File: config.mk
export PLATFORM = sky130hd
export DESIGN_NAME = lcd_byte_writer
export DESIGN_NICKNAME = d
export VERILOG_FILES = /design/src/rtl/lcd_byte_writer.sv
export SDC_FILE = /design/constraint.sdc
export NUM_CORES = 1
export LEC_CHECK = 0
export CORE_MARGIN = 2
export CORE_UTILIZATION = 49
export DETAILED_ROUTE_END_ITERATION = 8
export PLACE_DENSITY = 0.74
export SLEW_MARGIN = 10
export SYNTH_ARGS = -nofsm -noshare
export SYNTH_HDL_FRONTEND = slang
export SYNTH_SLANG_ARGS = --single-unit
File: constraint.sdc
create_clock -name clk -period 2.1 [get_ports clk]
set_input_delay 0.42 -clock clk [delete_from_list [all_inputs] [get_ports clk]]
set_output_delay 0.42 -clock clk [all_outputs]
set_load 0.01 [all_outputs]
File: src/rtl/lcd_byte_writer.sv
// LCD byte writer: runs the 4-bit power-on init, then sends handshaked bytes
// as two timed nibbles (setup, enable pulse, hold, settle) on the LCD pins.
module lcd_byte_writer #(
    parameter int unsigned T_SETUP = 2,
    parameter int unsigned T_PULSE = 12,
    parameter int unsigned T_HOLD  = 1,
    parameter int unsigned T_NIB   = 50,
    parameter int unsigned T_CMD   = 2000,
    parameter int unsigned T_CLR   = 82000,
    parameter int unsigned T_PWR   = 750000,
    parameter int unsigned T_INIT1 = 205000,
    parameter int unsigned T_INIT2 = 5000
) (
    input  logic       clk,
    input  logic       rst_n,
    input  logic       wr_valid,
    input  logic       wr_rs,
    input  logic [7:0] wr_data,
    output logic       wr_ready,
    output logic       init_done,
    output logic       sf_e,
    output logic       e,
    output logic       rs,
    output logic       rw,
    output logic       d,
    output logic       c,
    output logic       b,
    output logic       a
);

    typedef enum logic [2:0] {
        S_PWR,
        S_IDLE,
        S_SETUP,
        S_PULSE,
        S_HOLD,
        S_WAIT
    } state_t;

    // A phase of T cycles loads T-1 and ends on the edge where the counter is 0.
    function automatic logic [19:0] load_val(input int unsigned t);
        load_val = (t == 0) ? 20'd0 : 20'(t - 1);
    endfunction

    localparam logic [19:0] LD_SETUP = load_val(T_SETUP);
    localparam logic [19:0] LD_PULSE = load_val(T_PULSE);
    localparam logic [19:0] LD_HOLD  = load_val(T_HOLD);
    localparam logic [19:0] LD_NIB   = load_val(T_NIB);
    localparam logic [19:0] LD_CMD   = load_val(T_CMD);
    localparam logic [19:0] LD_CLR   = load_val(T_CLR);
    localparam logic [19:0] LD_PWR   = load_val(T_PWR);
    localparam logic [19:0] LD_INIT1 = load_val(T_INIT1);
    localparam logic [19:0] LD_INIT2 = load_val(T_INIT2);

    state_t      state_q, state_d;
    logic [19:0] cnt_q, cnt_d;
    logic        in_init_q, in_init_d;
    logic [1:0]  idx_q, idx_d;
    logic        lo_q, lo_d;
    logic [7:0]  byte_q, byte_d;
    logic        e_q, e_d;
    logic        rs_q, rs_d;
    logic [3:0]  nib_q, nib_d;
    logic        wr_ready_q, wr_ready_d;
    logic        init_done_q, init_done_d;

    logic        expired;
    logic [19:0] post_wait;

    assign expired = (cnt_q == 20'd0);

    always_comb begin
        post_wait = LD_CMD;
        if (in_init_q) begin
            case (idx_q)
                2'd0:    post_wait = LD_INIT1;
                2'd1:    post_wait = LD_INIT2;
                default: post_wait = LD_CMD;
            endcase
        end else if (!lo_q) begin
            post_wait = LD_NIB;
        end else if (!rs_q && (byte_q == 8'h01 || byte_q == 8'h02)) begin
            post_wait = LD_CLR;
        end
    end

    always_comb begin
        state_d     = state_q;
        cnt_d       = expired ? cnt_q : cnt_q - 20'd1;
        in_init_d   = in_init_q;
        idx_d       = idx_q;
        lo_d        = lo_q;
        byte_d      = byte_q;
        rs_d        = rs_q;
        nib_d       = nib_q;
        init_done_d = init_done_q;

        case (state_q)
            S_PWR: begin
                if (expired) begin
                    state_d   = S_SETUP;
                    cnt_d     = LD_SETUP;
                    in_init_d = 1'b1;
                    idx_d     = 2'd0;
                    rs_d      = 1'b0;
                    nib_d     = 4'h3;
                end
            end
            S_IDLE: begin
                if (wr_valid && wr_ready_q) begin
                    state_d = S_SETUP;
                    cnt_d   = LD_SETUP;
                    byte_d  = wr_data;
                    lo_d    = 1'b0;
                    rs_d    = wr_rs;
                    nib_d   = wr_data[7:4];
                end
            end
            S_SETUP: begin
                if (expired) begin
                    state_d = S_PULSE;
                    cnt_d   = LD_PULSE;
                end
            end
            S_PULSE: begin
                if (expired) begin
                    state_d = S_HOLD;
                    cnt_d   = LD_HOLD;
                end
            end
            S_HOLD: begin
                if (expired) begin
                    state_d = S_WAIT;
                    cnt_d   = post_wait;
                end
            end
            S_WAIT: begin
                if (expired) begin
                    if (in_init_q) begin
                        if (idx_q == 2'd3) begin
                            state_d     = S_IDLE;
                            in_init_d   = 1'b0;
                            init_done_d = 1'b1;
                        end else begin
                            state_d = S_SETUP;
                            cnt_d   = LD_SETUP;
                            idx_d   = idx_q + 2'd1;
                            nib_d   = (idx_q == 2'd2) ? 4'h2 : 4'h3;
                        end
                    end else if (!lo_q) begin
                        state_d = S_SETUP;
                        cnt_d   = LD_SETUP;
                        lo_d    = 1'b1;
                        nib_d   = byte_q[3:0];
                    end else begin
                        state_d = S_IDLE;
                    end
                end
            end
            default: state_d = S_PWR;
        endcase

        // Outputs are registered from the next state so they track it exactly.
        e_d        = (state_d == S_PULSE);
        wr_ready_d = (state_d == S_IDLE);
    end

    always_ff @(posedge clk or negedge rst_n) begin
        if (!rst_n) begin
            state_q     <= S_PWR;
            cnt_q       <= LD_PWR;
            in_init_q   <= 1'b1;
            idx_q       <= 2'd0;
            lo_q        <= 1'b0;
            byte_q      <= 8'h00;
            e_q         <= 1'b0;
            rs_q        <= 1'b0;
            nib_q       <= 4'h0;
            wr_ready_q  <= 1'b0;
            init_done_q <= 1'b0;
        end else begin
            state_q     <= state_d;
            cnt_q       <= cnt_d;
            in_init_q   <= in_init_d;
            idx_q       <= idx_d;
            lo_q        <= lo_d;
            byte_q      <= byte_d;
            e_q         <= e_d;
            rs_q        <= rs_d;
            nib_q       <= nib_d;
            wr_ready_q  <= wr_ready_d;
            init_done_q <= init_done_d;
        end
    end

    assign sf_e      = 1'b1;
    assign rw        = 1'b0;
    assign e         = e_q;
    assign rs        = rs_q;
    assign d         = nib_q[3];
    assign c         = nib_q[2];
    assign b         = nib_q[1];
    assign a         = nib_q[0];
    assign wr_ready  = wr_ready_q;
    assign init_done = init_done_q;

endmodule

==> results.cfg, run 1 <==
[floorplan]
num_rows = 28
ioPinCount = 22
coreArea_um2 = 5920
die_w_um = 82.1
dieHeight_um = 82.1
start_util_pct = 50.5
die_area_um2 = 6740

[drt]
via_per_inst = 6.13
avgRoutedWirePerCell_um = 17.6
drc_errors = 0
routed_wl_um = 8340
num_vias = 2904
drt-pass1-iter-count = 5
drt_iter0_drc = 214
postRouteAntennaNets = 0

[clock_tree]
cts_tree = built
insertion_delay_ps = 310
numCtsBuffers = 5
clock_sinks = 43
cts_buffer_depth = 2
root_buffer = clkbuf_8
htreeDepth = 2
cts_hold_buf = 0
clkTransAtPathRegs_ps = 90

[timing]
hold-worst-slack_ps = 70.0
finalHoldViolations = 0
finalSetupViolCount = 0
rsz0062_at_grt = yes
tightest_slew_ps = 507
fin_skew_ps = 10.6
finalSetupTns_ps = 0
timing.final.ws_setup_ps = 39.5
fin_crit_ps = 2060
fmaxAchievable_mhz = 485
drv_slew = 0
maxSlewHeadroom_pct = 66.2
min_period_over_period_pct = 98.1

[finish]
antenna_cells = 0
nets = 418
syn2layout_area_growth_pct = 23.8
final_cell_area_um2 = 3700
fin_cells = 474
drive_gt1_share_pct = 24.6

[setup_path]
crit_path_end = nib_q[1]
timing.rr.start = cnt_q[0]
crit_required_ps = 2300
startpoint_type = flip-flop
reg2regPathDepth = 7
r2r_end = nib_q[1]
cp-end-kind = flip-flop
cp_max_fo = 6
worstPathArrival_ps = 2260
critPathKind = reg -> reg
ff2ff_setup_slack_ps = 40
crit_start = cnt_q[0]

[yosys]
synth-simple-area-share_pct = 26.7
synth_top_family_by_area = simple AND/OR/NAND/NOR gates
netlist_top_cells_area = dfrtp_1 (24%), dfstp_2 (12%), nand2_1 (6.3%)
ys.warnings.count = 0
synth_xor_area_share_pct = 2.93
yosysTopAreaCellShare_pct = 24.3
synth_cell_types = 63
synth_fa_ha_area_share_pct = 3.35
syn_inst = 350
synth_edf_count = 0
syn_area_um2 = 2990
synth_nets = 370
synth_compound_area_share_pct = 21.6
ys.flop_type = dfrtp_1
muxShareOfSynthArea_pct = 3.01
ys_seq_area_share_pct = 36.6
synth.most_common_cell = nand2_1
ys_top_cells_by_count = nand2_1 (50), dfrtp_1 (29), nor2_1 (26)
synth_top_area_cell = dfrtp_1
avgSynthCellArea_um2 = 8.54
synthArstFlopShare_pct = 100
synth-seq-cells = 43

[placement]
globalplace.congestion = 0.938
placed_area_um2 = 3520
dp.cells = 465
portBuffers = 19
pre_cts_ws_ps = -17.9
dp_hpwl_um = 6160

[power_and_ir_drop]
p_sw_w = 0.000347
power_leakage_nw = 1.48
comb_power_share_pct = 3.1
p_per_area_nw_per_um2 = 420
clockPowerShare_pct = 43.6
peakVddDrop_mv = 0.228
cellInternalPower_w = 0.00121
swShare_pct = 22.3
p_seq_share_pct = 53.3

[status]
outcome = completed

[grt]
grt_pass1_vias = 2782
grt_pass1_wl_um = 13600
track_usage_pct = 26.4
grt_max_degree = 24
grt_overflow_total = 0
antenna_found_initial = 0

[flow_run]
drv_cap = 0

[worst_hold_path]
hold_path.class = in -> async
[timing repair]
action                                  in CTS  in global routing
setup buffers                                0                  1
resized for setup                            3                 10
endpoints found under the setup margin       4                 15
pin swaps                                    0                  1
endpoints found under the hold margin        0                  0
[registers in the layout, summed over array words and instances, names as in the netlist]
name / count
e: 1
nib_q: 4
byte_q: 8
init_done: 1
in_init_q: 1
idx_q: 2
wr_ready: 1
rs: 1
cnt_q: 20
lo_q: 1
state_q: 3
[worst max-delay path, cell delays in order (launching register included)]
cell and delay [ps]:
dfstp_2 530, inv_1 60, ha_2 200, nor3b_4 160, and2_2 220, and3_4 180, a311o_1 290, or3_1 300
[worst min-delay path by stage]
stage          startpoint        end  slack [ps]  cells after the start
2_1_floorplan       rst_n  byte_q[0]         120                      0
3_3_place_gp        rst_n   idx_q[1]         410                      1
3_5_place_dp        rst_n   idx_q[1]         420                      1
4_1_cts             rst_n   idx_q[1]          90                      1
5_1_grt             rst_n   idx_q[1]         100                      1
6_report            rst_n   idx_q[1]          70                      1
[power groups by stage]
stage / logic (W) / registers, W / clock network, W
after global routing: 0.0000543 / 0.000829 / 0.000715
after detailed placement: 0.0000494 / 0.000844 / 0
after global placement: 0.0000492 / 0.000844 / 0
final: 0.0000478 / 0.000829 / 0.000677
after floorplan: 0.00000642 / 0.000844 / 0
after CTS: 0.0000496 / 0.000829 / 0.000683
[placed cells by master, fill, tap and decap left out, types with 5 or more instances in the layout]
cell type	netlist	final
a211oi_1	5	5
a21oi_1	23	23
a311oi_1	8	7
a31oi_1	9	8
buf_4	5	44
clkbuf_8	0	5
clkdlybuf4s50_1	0	18
dfrtp_1	29	29
dfstp_2	14	14
ha_1	8	7
inv_1	11	11
mux2i_1	9	9
nand2_1	50	49
nand3_1	7	7
nand4_1	5	5
nor2_1	26	26
nor3_1	13	12
nor4_1	7	6
o21ai_0	11	10
xnor2_1	6	6
[metrics by stage]
step | util [%] | power, W
global placement | 59.4 | 0.000893
floorplan | - | 0.000851
CTS | 61.6 | 0.00156
detailed placement | 59.4 | 0.000893
global route | 62.5 | 0.00160
finish | 62.5 | 0.00155
[per-layer routing]
metal	up-vias	part of all wire, %	GRT usage, %
met5	-	0	0
met4	0	1.3	7.00
met3	13	6.2	5.11
met2	113	48	43.2
met1	1402	45	35.9
li1	1376	-	-
[layout make-up]
class / instances / area, um2
flip-flops and latches: 43 / 1090
clock inverters: 3 / 43.8
fillers: 509 / 2220
multi-input cells: 271 / 1800
repair buffers: 65 / 556
well taps: 75 / 93.8
inverters: 12 / 45.0
clock buffers: 5 / 68.8
[cells by family after synthesis]
family | after synthesis
buffers and inverters | 36
other | 2
adder cells (fa/ha/maj) | 8
multiplexers | 9
AND/OR/NAND/NOR | 149
XOR/XNOR | 10
AO/OA/AOI/OAI | 93
flip-flops | 43
Note: power is estimated with default switching activity, not from simulation.
==> run 2: changes to the inputs <==
- PLACE_DENSITY: 0.74 -> 0.82
==> run 2 against run 1 <==
Net effect: the flow now finishes with violations (negative setup slack); final area shrank 1.6%; wire length is 2.5% higher; clock power grew 14%; largest power group unchanged; sequential share of layout area grew 0.49 points; combinational power fell by 4%; fmax is 3.3% lower; total power increased by 6.0%; clock skew down 2.2 ps; via count rose by 4.1%; sequential power is essentially flat; count of clock-buffer cells in the layout up 1; non-clock buffer count is 7 lower.
==> results.cfg, run 2 (synthesis results as in run 1) <==
[drt]
drt-pass1-iter-count = 8
avgRoutedWirePerCell_um = 18.3
postRouteAntennaNets = 0
drt_iter0_drc = 518
drc_errors = 0
num_vias = 3024
via_per_inst = 6.48
routed_wl_um = 8550

[setup_path]
critical_path.top_delay_family = compound AO/OA/AOI/OAI gates
crit_required_ps = 2310
slowest_delay_ps = 530
worstPathCellList = inv_1 > ha_2 > nor3b_2 > and2_2 > buf_4 > a31oi_1 > o21ai_0 > o211ai_1
crit_slowest_cell = dfstp_2
cp_num_buf_inv = 2
critPathKind = reg -> reg
cp_max_fo = 12
worstPathArrival_ps = 2340
startpoint_type = flip-flop
cp-end-kind = flip-flop

[clock_tree]
cts_tree = built
cts_buffer_depth = 2
clock_sinks = 43
root_buffer = clkbuf_8
cts_hold_buf = 0
insertion_delay_ps = 300
clkTransAtPathRegs_ps = 90
numCtsBuffers = 5
htreeDepth = 2

[floorplan]
dieHeight_um = 82.1
die_area_um2 = 6740
die_w_um = 82.1
coreArea_um2 = 5920
num_rows = 28
ioPinCount = 22
start_util_pct = 50.5

[grt]
grt_max_degree = 44
grt_overflow_total = 0
track_usage_pct = 26.9
grt_pass1_wl_um = 13900
antenna_found_initial = 0
grt_pass1_vias = 2879

[worst_hold_path]
hold_path.class = in -> async

[timing]
fmaxAchievable_mhz = 469
fin_crit_ps = 2130
tightest_slew_ps = 554
timing.final.ws_setup_ps = -30.6
maxSlewHeadroom_pct = 63.1
finalSetupViolCount = 5
finalSetupTns_ps = -95.2
finalHoldViolations = 0
min_period_over_period_pct = 101
drv_slew = 0
fin_skew_ps = 8.34
rsz0062_at_grt = yes
hold-worst-slack_ps = 190

[status]
violations = negative setup slack
outcome = finished, violations left

[power_and_ir_drop]
peakVddDrop_mv = 0.291
p_per_area_nw_per_um2 = 453
power_leakage_nw = 1.43

[flow_run]
drv_cap = 0

[finish]
syn2layout_area_growth_pct = 21.8
antenna_cells = 0
largest_registers = cnt_q (20), byte_q (8), nib_q (4)
layout_commonest_cell = nand2_1
fillers = 485
mostFrequentLayoutCells = nand2_1 (50), buf_4 (39), dfrtp_1 (29), nor2_1 (25), a21oi_1 (22)
regMostFlops = cnt_q
drive_gt1_share_pct = 23.2
largest_register_ffs = 20
nets = 411

[placement]
dp_hpwl_um = 6110
portBuffers = 19
globalplace.congestion = 0.978
run 2: power by group:
| part | internal [W] | total (W) | switching [W] |
|---|---|---|---|
| combinational | 0.0000208 | 0.0000459 | 0.0000250 |
| clock | 0.000476 | 0.000773 | 0.000297 |
| sequential | 0.000829 | 0.000829 | 0 |
run 2: routing by layer:
| layer | wire (um) | global-route usage (%) | vias to the layer above | share of wire, % |
|---|---|---|---|---|
| li1 | - | - | 1365 | - |
| met1 | 3520 | 35.1 | 1430 | 41 |
| met2 | 3970 | 44.1 | 184 | 46 |
| met3 | 731 | 4.02 | 45 | 8.5 |
| met4 | 334 | 12.2 | 0 | 3.9 |
| met5 | 0 | 0 | - | 0 |
run 2: per-stage QoR:
step	setup slack [ps]	cell area (um2)	total power [W]	instances	utilization, %
final	-30.6	3640	0.00165	467	61.5
after global routing	-79.9	3640	0.00170	467	61.5
after CTS	0.634	3600	0.00166	467	60.8
after detailed placement	-30.0	3450	0.000890	459	58.2
after global placement	47.7	3450	0.000890	459	58.2
after floorplan	2.37	3000	0.000851	350	-
run 2: area by class of cell:
cell class	instances	area [um2]	area share (%)
Timing Repair Buffer	58	478	13.1
Clock buffer	6	72.6	1.99
Clock inverter	2	60.1	1.65
Tap cell	75	93.8	2.58
Inverter	12	45.0	1.24
Sequential cell	43	1090	30.0
Multi-Input combinational cell	271	1800	49.4
run 2: worst paths after layout:
path                       startpoint    endpoint  slack, ps  cells after the start
max                          cnt_q[0]  state_q[1]        -30                      8
min                             rst_n    cnt_q[6]        190                      2
max reg2reg                  cnt_q[0]  state_q[1]        -30                      8
min reg2reg                 init_done   init_done        490                      1
max in group asynchronous       rst_n   in_init_q       1530                      2
min in group clk            init_done   init_done        490                      1
run 2: repair_timing:
action,in CTS,in global routing
endpoints found under the setup margin,3,13
gates resized for setup,5,8
setup buffers,0,0
pin swaps,0,1
==> run 3: changes to the inputs <==
- HOLD_SLACK_MARGIN: unset -> 0.1
- SKIP_LAST_GASP: unset -> 1
==> run 3 against run 2 <==
Net effect: the run still ends with negative setup slack left; combinational power hardly changed; die area did not move; wire length grew 4.5%; flip-flop and latch count did not move; worst hold slack improved by 1.4 ps; final area up 4.0%; non-clock buffer count increased by 4; worst setup slack better by 16 ps; sequential share of layout area decreased by 1.2 points; largest power group unchanged.
==> results.cfg, run 3 (synthesis results as in run 1) <==
[setup_path]
worstPathCellList = inv_1 > ha_2 > nor3b_4 > nand2_1 > nor2_2 > inv_2 > buf_6 > ha_4 > nor2_4 > buf_4 > o21ai_4 > o221ai_2 > a31o_2
slowest_delay_ps = 540
worstPathArrival_ps = 2360
startpoint_type = flip-flop
cp_max_fo = 5
cp-end-kind = flip-flop
crit_slowest_cell = dfstp_2
critPathKind = reg -> reg
crit_required_ps = 2340

[grt]
track_usage_pct = 27.0
grt_pass1_vias = 2861
grt_overflow_total = 0
grt_pass1_wl_um = 13900
antenna_found_initial = 0
grt_max_degree = 44

[floorplan]
die_area_um2 = 6740
start_util_pct = 50.5
coreArea_um2 = 5920
ioPinCount = 22
dieHeight_um = 82.1
num_rows = 28
die_w_um = 82.1

[drt]
via_per_inst = 6.60
postRouteAntennaNets = 0
num_vias = 3107
drt_iter0_drc = 489
routed_wl_um = 8940
drc_errors = 0
drt-pass1-iter-count = 7
avgRoutedWirePerCell_um = 19.0

[timing]
maxSlewHeadroom_pct = 62.8
min_period_over_period_pct = 101
finalSetupTns_ps = -14.8
fin_crit_ps = 2110
finalHoldViolations = 0
fmaxAchievable_mhz = 473
timing.final.ws_setup_ps = -14.8
tightest_slew_ps = 558
drv_slew = 0
finalSetupViolCount = 1
rsz0062_at_grt = yes
fin_skew_ps = 7.76

[worst_hold_path]
hold_path.class = in -> async

[finish]
antenna_cells = 0
largest_register_ffs = 20
syn2layout_area_growth_pct = 26.7
largest_registers = cnt_q (20), byte_q (8), nib_q (4)
layout_commonest_cell = nand2_1
multi_input_area_um2 = 1910
nets = 415
regArea_um2 = 1090
mostFrequentLayoutCells = nand2_1 (50), buf_4 (42), dfrtp_1 (29), nor2_1 (25), a21oi_1 (21)
final_util_pct = 64.0
fillers = 453
drive_gt1_share_pct = 26.8
regMostFlops = cnt_q
final_cell_area_um2 = 3790

[power_and_ir_drop]
p_per_area_nw_per_um2 = 435
comb_power_share_pct = 2.8
power_leakage_nw = 1.49
power_w = 0.00165
p_sw_w = 0.000321
peakVddDrop_mv = 0.279
swShare_pct = 19.5
clockPowerShare_pct = 46.9
p_seq_share_pct = 50.3
cellInternalPower_w = 0.00133

[clock_tree]
clkTransAtPathRegs_ps = 90
clock_sinks = 43
htreeDepth = 2
numCtsBuffers = 5
cts_hold_buf = 0
cts_tree = built
cts_buffer_depth = 2
root_buffer = clkbuf_8
insertion_delay_ps = 300

[placement]
pre_cts_ws_ps = -30.0
portBuffers = 19
globalplace.congestion = 0.978
dp_hpwl_um = 6110
placed_area_um2 = 3450

[status]
violations = negative setup slack
outcome = finished, violations left

[flow_run]
drv_cap = 0
[run 3: area by class of cell]
| cell class | instances | share of cell area [%] |
|---|---|---|
| multi-input combinational | 271 | 50.4 |
| sequential | 43 | 28.9 |
| timing repair buffer | 62 | 13.5 |
| tap | 75 | 2.48 |
| clock buffer | 6 | 1.92 |
| clock inverter | 2 | 1.59 |
| inverter | 12 | 1.19 |
[run 3: metal layers]
| layer | part of all wire (%) | GRT usage [%] |
|---|---|---|
| met3 | 9.2 | 5.33 |
| met5 | 0 | 0 |
| met2 | 47 | 44.0 |
| met1 | 40 | 35.3 |
| met4 | 4.1 | 10.5 |
[run 3: path summary, 6_finish.rpt]
check | from | slack, ps | cells after the start | end
setup / recovery | cnt_q[0] | -10 | 13 | cnt_q[0]
hold / removal | rst_n | 190 | 2 | cnt_q[6]
setup reg to reg | cnt_q[0] | -10 | 13 | cnt_q[0]
hold reg to reg | init_done | 490 | 1 | init_done
max in group asynchronous | rst_n | 1530 | 2 | nib_q[1]
min in group clk | init_done | 490 | 1 | init_done
[run 3: power by group through the flow]
stage,logic (W),clock network (W),registers [W]
floorplan,0.00000642,0,0.000844
global placement,0.0000459,0,0.000844
detailed placement,0.0000465,0,0.000844
CTS,0.0000467,0.000780,0.000829
global route,0.0000517,0.000825,0.000829
finish,0.0000461,0.000772,0.000829
[run 3: worst max-delay path: cells and delay by family (launching register included)]
kind	cells	cell delay [ps]
compound gates	3	450
buf+inv	4	410
flops	1	540
simple gates	4	330
fa+ha+maj	2	320
[run 3: repair_timing]
action	4_1_cts	5_1_grt
pin swaps	0	7
cloned	0	0
setup buffers	0	4
setup endpoints to repair	3	24
resized for setup	3	31
[run 3: through the flow]
stage / hold WS (ps) / instances
floorplan: 124 / 350
global placement: 455 / 459
detailed placement: 471 / 459
CTS: 206 / 467
global route: 238 / 471
finish: 192 / 471
